--- src/rtl/priority_decoder_if.sv ---
// Code-queue handshake bundle between an encoder-side producer and a one-hot consumer.
// The master side feeds codes and acknowledges; the slave side is the decoder.
interface priority_decoder_if #(
    parameter int DEPTH = 4
);
    localparam int CW = $clog2(DEPTH) + 1;

    logic [2:0]    in_code;
    logic          in_valid;
    logic          in_ready;
    logic [7:0]    out;
    logic          out_valid;
    logic          out_ack;
    logic [CW-1:0] count;

    modport master (
        output in_code, in_valid, out_ack,
        input  in_ready, out, out_valid, count
    );

    modport slave (
        input  in_code, in_valid, out_ack,
        output in_ready, out, out_valid, count
    );
endinterface

--- src/rtl/priority_decoder.sv ---
// Queued 3:8 decoder: codes are buffered in a small FIFO and presented one at a
// time as a registered one-hot word, held until the consumer acknowledges it.
//
// state | meaning
// IDLE  | nothing presented; out = 0, out_valid = 0
// DRIVE | head code decoded onto out, waiting for out_ack
module priority_decoder #(
    parameter int DEPTH = 4
) (
    input  logic               clk,
    input  logic               rst,
    priority_decoder_if.slave  bus
);
    localparam int PW = (DEPTH > 1) ? $clog2(DEPTH) : 1;
    localparam int CW = $clog2(DEPTH) + 1;

    typedef enum logic {
        IDLE,
        DRIVE
    } state_t;

    state_t        state;
    state_t        state_next;
    logic [2:0]    mem [DEPTH];
    logic [PW-1:0] wr_ptr;
    logic [PW-1:0] rd_ptr;
    logic [CW-1:0] count_q;
    logic [7:0]    out_q;
    logic [7:0]    out_next;
    logic          push;
    logic          pop;

    // Readiness looks only at the registered count, so a full queue refuses
    // a code even on a cycle where the head is being popped.
    assign bus.in_ready  = (count_q < CW'(DEPTH));
    assign push          = bus.in_valid && bus.in_ready;
    assign bus.out       = out_q;
    assign bus.out_valid = (state == DRIVE);
    assign bus.count     = count_q;

    always_comb begin
        state_next = state;
        out_next   = out_q;
        pop        = 1'b0;
        case (state)
            IDLE: begin
                if (count_q != '0) begin
                    pop        = 1'b1;
                    out_next   = 8'b1 << mem[rd_ptr];
                    state_next = DRIVE;
                end
            end
            DRIVE: begin
                if (bus.out_ack) begin
                    if (count_q != '0) begin
                        pop      = 1'b1;
                        out_next = 8'b1 << mem[rd_ptr];
                    end else begin
                        out_next   = 8'h00;
                        state_next = IDLE;
                    end
                end
            end
            default: begin
                out_next   = 8'h00;
                state_next = IDLE;
            end
        endcase
    end

    always_ff @(posedge clk) begin
        if (rst) begin
            state   <= IDLE;
            out_q   <= 8'h00;
            count_q <= '0;
            wr_ptr  <= '0;
            rd_ptr  <= '0;
        end else begin
            state <= state_next;
            out_q <= out_next;
            if (push) wr_ptr <= wr_ptr + PW'(1);
            if (pop)  rd_ptr <= rd_ptr + PW'(1);
            case ({push, pop})
                2'b10:   count_q <= count_q + CW'(1);
                2'b01:   count_q <= count_q - CW'(1);
                default: count_q <= count_q;
            endcase
        end
    end

    // Storage needs no reset: entries are only read behind a nonzero count.
    always_ff @(posedge clk) begin
        if (!rst && push) mem[wr_ptr] <= bus.in_code;
    end
endmodule

--- src/flat_wrapper.sv ---
// flat-port wrapper written by rule: the top's interface ports become plain ports
module priority_decoder_flat 
#(
    parameter int DEPTH = 4
)
  (clk, rst, bus_in_code, bus_in_valid, bus_out_ack, bus_in_ready, bus_out, bus_out_valid, bus_count);
  priority_decoder_if #(.DEPTH(DEPTH)) bus_i ();
  input  logic clk;
  input  logic rst;
  input wire logic [$bits(bus_i.in_code)-1:0] bus_in_code;
  input wire logic [$bits(bus_i.in_valid)-1:0] bus_in_valid;
  input wire logic [$bits(bus_i.out_ack)-1:0] bus_out_ack;
  output wire logic [$bits(bus_i.in_ready)-1:0] bus_in_ready;
  output wire logic [$bits(bus_i.out)-1:0] bus_out;
  output wire logic [$bits(bus_i.out_valid)-1:0] bus_out_valid;
  output wire logic [$bits(bus_i.count)-1:0] bus_count;
  assign bus_i.in_code = bus_in_code;
  assign bus_i.in_valid = bus_in_valid;
  assign bus_i.out_ack = bus_out_ack;
  assign bus_in_ready = bus_i.in_ready;
  assign bus_out = bus_i.out;
  assign bus_out_valid = bus_i.out_valid;
  assign bus_count = bus_i.count;
  priority_decoder #(.DEPTH(DEPTH)) u_core (.clk(clk), .rst(rst), .bus(bus_i));
endmodule
--- config.mk ---
export PLATFORM = sky130hd
export DESIGN_NAME = priority_decoder_flat
export DESIGN_NICKNAME = d
export VERILOG_FILES = /design/src/rtl/priority_decoder_if.sv /design/src/rtl/priority_decoder.sv /design/src/flat_wrapper.sv
export SDC_FILE = /design/constraint.sdc
export NUM_CORES = 1
export LEC_CHECK = 0
export ABC_AREA = 1
export CAP_MARGIN = 20
export CORE_ASPECT_RATIO = 1.25
export CORE_MARGIN = 5
export CORE_UTILIZATION = 48
export DETAILED_ROUTE_END_ITERATION = 16
export PLACE_DENSITY = 0.72
export SYNTH_ARGS = -nofsm -noshare
export SYNTH_HDL_FRONTEND = slang
export SYNTH_SLANG_ARGS = --single-unit
export TNS_END_PERCENT = 20
--- constraint.sdc ---
create_clock -name clk -period 5.1 [get_ports clk]
set_clock_uncertainty 0.15 [all_clocks]
set_input_delay 1.275 -clock clk [delete_from_list [all_inputs] [get_ports clk]]
set_output_delay 1.275 -clock clk [all_outputs]
set_load 0.02 [all_outputs]
# [Word level (Yosys, flattened, before mapping)]
# Memories as Yosys holds them, arrays and structs flattened. A register that Yosys moved wholly into a read port is not among the register bits.
# Index checks and enable logic that the tools add are counted.
[classes] muxes=14 order_cmp=1 n_shift=1 eq_ne=4 bitwise_logic=1 addsub=4 reduce_logical=6
[ops] cell="$mux W8" n=3
[ops] cell="$pmux W8 S2" n=1
[ops] cell="$shl A1 B3 Y8 const A" n=1
[ops] cell="$pmux W3 S2" n=1
[ops] cell="$mux W1" n=5
[ops] cell="$add A2 B1 Y2 const B" n=2
[ops] cell="$mux W2" n=2
[ops] cell="$pmux W1 S2" n=2
[ops] cell="$add A3 B1 Y3 const B" n=1
[ops] cell="$lt A3 B3 Y1 const B" n=1
[ops] cell="$reduce_bool A3 Y1" n=1
[ops] cell="$sub A3 B1 Y3 const B" n=1
[ops] cell="$eq A2 B1 Y1 const B" n=1
[ops] cell="$eq A2 B2 Y1 const B" n=1
[ops] cell="$logic_and A1 B1 Y1" n=2
[ops] cell="$ne A2 B1 Y1 const B" n=1
[ops] cell="$ne A2 B2 Y1 const B" n=1
[ops] cell="$reduce_and A2 Y1" n=1
[ops] cell="$reduce_bool A2 Y1" n=1
[ops] cell="$logic_not A1 Y1" n=1
[ops] cell="$not A1 Y1" n=1
[totals] ram_bits=12 input_bits=7 word_cells=37 mem_count=1 regBits=16
[memory_table] memory="u_core.mem" depth=4 word_bits=3 read_ports=1 rd_clocked_by_memory_dff=1 wr=1 line="priority_decoder.sv:24" text="logic [2:0] mem [DEPTH];"

# [Longest topological paths before layout]
[logic_depth] depth_word=6 depth_mapped=12 mapped_depth_nobuf=12

# [Least setup slack after synthesis]
# Ideal clock, no wire load.
[synth_path] kind="input to register" from="input bus_out_ack" to="register u_core.count_q[2] (netlist: u_core.bus.count[2])" stages=11 required_time_ns=4.820 setup_time_ns=0.130 arrival_ns=2.509 slack_ns=2.312 path_buffers=0 path_cell_list="nor2_1 -> inv_2 -> nand2_2 -> inv_2 -> ha_1 -> inv_1 -> fa_1 -> a21oi_1 -> o21ai_0 -> o21ai_0 -> a21oi_1"
[synth_via] elab_chain_cells=4
[synth_lines] element="start, declared" line="flat_wrapper.sv:12" text="input wire logic [$bits(bus_i.out_ack)-1:0] bus_out_ack;"
[synth_lines] element="$mux W1 (*)" line="priority_decoder.sv:54" text="if (bus.out_ack) begin"
[synth_lines] element="$pmux W1 S2 (*)" line="priority_decoder.sv:45" text="case (state)"
[synth_lines] element="$eq A2 B1 Y1 / $eq A2 B2 Y1 (equally long branches)" line="priority_decoder.sv:83" text="case ({push, pop})"
[synth_lines] element="$pmux W3 S2 / $reduce_bool A2 Y1 (equally long branches)"
[synth_lines] element="end signal, assigned" line="priority_decoder.sv:84" text="2'b10: count_q <= count_q + CW'(1);"
[synth_lines] element="end signal, assigned" line="priority_decoder.sv:85" text="2'b01: count_q <= count_q - CW'(1);"
[synth_lines] element="end signal, assigned" line="priority_decoder.sv:86" text="default: count_q <= count_q;"
[synth_lines] element="end, declared" line="priority_decoder.sv:27" text="logic [CW-1:0] count_q;"
# Every way passes the cells marked *; elsewhere a longest branch is shown, timed or not.
# A chain may end at the register's enable or synchronous reset.

# [Worst setup path after layout]
# Same ends and word-level chain as after synthesis.

==> flow_summary.ini <==
[run_status]
status = finished clean

[synth]
yosysTopAreaCellShare = 0.259
yosysUniqueCellTypes = 21
synth_edf_count = 12
ys_top_cells_by_count = nand2_1 (31), dfxtp_1 (18), inv_1 (17)
async_reset_ff_frac = 0
synth_nets = 164
yosysTopAreaCell = dfxtp_1
synthCells = 151
ys_seq_area_frac = 0.518
yosysMostFrequentCell = nand2_1
ys_top_cells_by_area = dfxtp_1 (26%), edfxtp_1 (26%), nand2_1 (8.4%)
synth_area_um2 = 1390
ys_seq_elements = 30
synth_flop_cell = dfxtp_1
syn_area_per_cell_um2 = 9.21
ys.warnings.count = 0

[routing]
drt_iter0_drc = 27
wl_per_cell_um = 11.0
dr.pass1.iters = 4
drc_errors = 0
viasPerCell = 4.86
vias = 1020
wl_um = 2320
ant_nets = 0

[global_routing]
grt_max_degree = 10
grt_pass1_vias = 1004
grt_overflow_total = 0
grt_pass1_wl_um = 4070
antenna_found_initial = 0
gr-usage-all-layers = 0.133

[power_and_ir_drop]
power_density_nw_per_um2 = 535
power_frac_seq = 0.386
power_frac_clock = 0.147
p_comb_frac = 0.467
intPower_mw = 0.509
p_sw_mw = 0.377
vdd_drop_max_v = 0.000349
leakagePower_nw = 0.649
switching_share = 0.425

[cells_and_area]
antenna_cells = 0
syn2layout_area_growth_pct = 19.2
seq_area_um2 = 721
layout.nets = 188
nFillCells = 254
layout-drive-gt1-share = 0.205
multi_input_comb_area_um2 = 563
fin_util = 0.606

[timing]
hold_ws_ns = 0.323
finalCriticalPeriod_ns = 3.02
worstMarginPinSlew_ns = 0.433
setup-violations-final = 0
setup_tns_ns = 0
rsz0062_at_grt = false
relSlewSlack = 0.710
finalHoldViolCount = 0
clock.fmax_mhz = 332
drv_slew = 0
finalCritPeriodShare = 0.591

[placement]
dp_hpwl_um = 1840
portBuffers = 19
gp_congestion = 0.794

[worst_setup_path]
ff2ff_setup_slack_ns = 3.01
r2r-start = u_core.bus.count[0]
regToRegEndpoint = u_core.bus.count[2]
cp-end-kind = flip-flop
rr_worst_depth = 11
start_kind = input port
critPathLaunch = bus_out_ack
critPathCapture = u_core.bus.count[2]
arrival_ns = 3.08
path_max_fanout = 5
crit_type = input port to flip-flop
critPathRequiredTime_ns = 5.17

[clocking]
clockRootBuffer = clkbuf_4
cts_buffers = 5
cts_resized = 0
postCtsHoldBufs = 0
cts_tree = yes
htreeDepth = 2
numClockSinks = 30
post_cts_buffers = 0
cts_buffer_depth = 2
clk_pin_slew_ns = 0.09
clkLatencyLatePin_ns = 0.32

[job]
drv_cap = 0

[floorplanning]
floorplan.initialDensity = 0.509
coreArea_um2 = 2730
rows = 21
io_pins = 20
die_h_um = 70.2
dieArea_um2 = 4080
fp.dieW_um = 58.1

[min_path]
worstHoldPathType = flip-flop to flip-flop
[placed cells by master, fill, tap and decap left out]
master and count:
nand2_1 31, clkdlybuf4s50_1 19, dfxtp_1 18, inv_1 17, edfxtp_1 12, a21oi_1 11
nor2_1 8, nand2_2 8, nand3_1 7, o21ai_0 7, a21oi_2 7, ha_1 5
clkbuf_4 5, inv_2 4, nor2_2 4, nand3_2 4, o21ai_1 2, inv_8 1
nand2_4 1, nor2_4 1, fa_1 1, clkinv_1 1, clkbuf_1 1, clkinv_2 1
[registers in the layout, indices dropped and copies added (netlist names), named ones only]
signal / count
u_core.rd_ptr: 2
u_core.bus.out_valid: 1
u_core.wr_ptr: 2
u_core.bus.count: 3
u_core.mem: 12
u_core.bus.out: 8
[cell type report]
type,count,area share
well taps,34,0.0257
clock inverters,2,0.00529
multi-input cells,97,0.340
clock buffers,6,0.0249
flip-flops and latches,30,0.435
repair buffers,19,0.115
inverters,22,0.0544
[stage by stage]
stage	cells	worst slack (ns)	power, mW	instance area (µm²)
after global placement	202	1.79	0.757	1610
after floorplan	151	2.31	0.655	1390
after global routing	210	1.89	0.968	1660
after CTS	210	2.10	0.900	1660
after detailed placement	202	1.75	0.767	1610
final	210	2.08	0.886	1660
[power by group through the flow]
stage	Clock [mW]	Combinational, mW	Sequential [mW]
2_1_floorplan	0	0.289	0.366
3_3_place_gp	0	0.412	0.345
3_5_place_dp	0	0.419	0.348
4_1_cts	0.137	0.421	0.342
5_1_grt	0.149	0.469	0.350
6_report	0.130	0.414	0.342
[cell families after synthesis]
kind of cell,count (synthesis),synth area share
AO/OA/AOI/OAI,27,0.116
adder cells (fa/ha/maj),6,0.0594
buffers and inverters,24,0.0765
flip-flops,30,0.518
AND/OR/NAND/NOR,64,0.230
[worst min path at each step]
stage | cells after the start | slack [ns] | end | startpoint
6_report | 2 | 0.32 | u_core.bus.out[2] | u_core.bus.out[2]
3_3_place_gp | 2 | 0.30 | u_core.bus.out[2] | u_core.bus.out[2]
2_1_floorplan | 2 | 0.29 | flip-flop | u_core.rd_ptr[1]
5_1_grt | 2 | 0.35 | u_core.bus.out[0] | u_core.bus.out[0]
4_1_cts | 2 | 0.32 | u_core.bus.out[2] | u_core.bus.out[2]
3_5_place_dp | 2 | 0.31 | u_core.bus.out[2] | u_core.bus.out[2]
[worst max-delay path, stage by stage]
cell,delay [ns]
clkdlybuf4s50_1,0.45
nor2_1,0.06
inv_2,0.06
nand2_2,0.09
inv_2,0.10
ha_1,0.14
inv_1,0.06
fa_1,0.37
a21oi_1,0.15
o21ai_0,0.11
o21ai_0,0.16
a21oi_1,0.05
[routing by layer]
| layer | vias up | wire length (µm) | share of wire | GRT usage |
|---|---|---|---|---|
| met4 | 0 | 39 | 0.017 | 0.0593 |
| met1 | 458 | 958 | 0.41 | 0.136 |
| li1 | 539 | - | - | - |
| met3 | 3 | 143 | 0.062 | 0.0645 |
| met2 | 20 | 1180 | 0.51 | 0.224 |
| met5 | - | 0 | 0 | 0 |
Power figures use the tool's default switching activity.
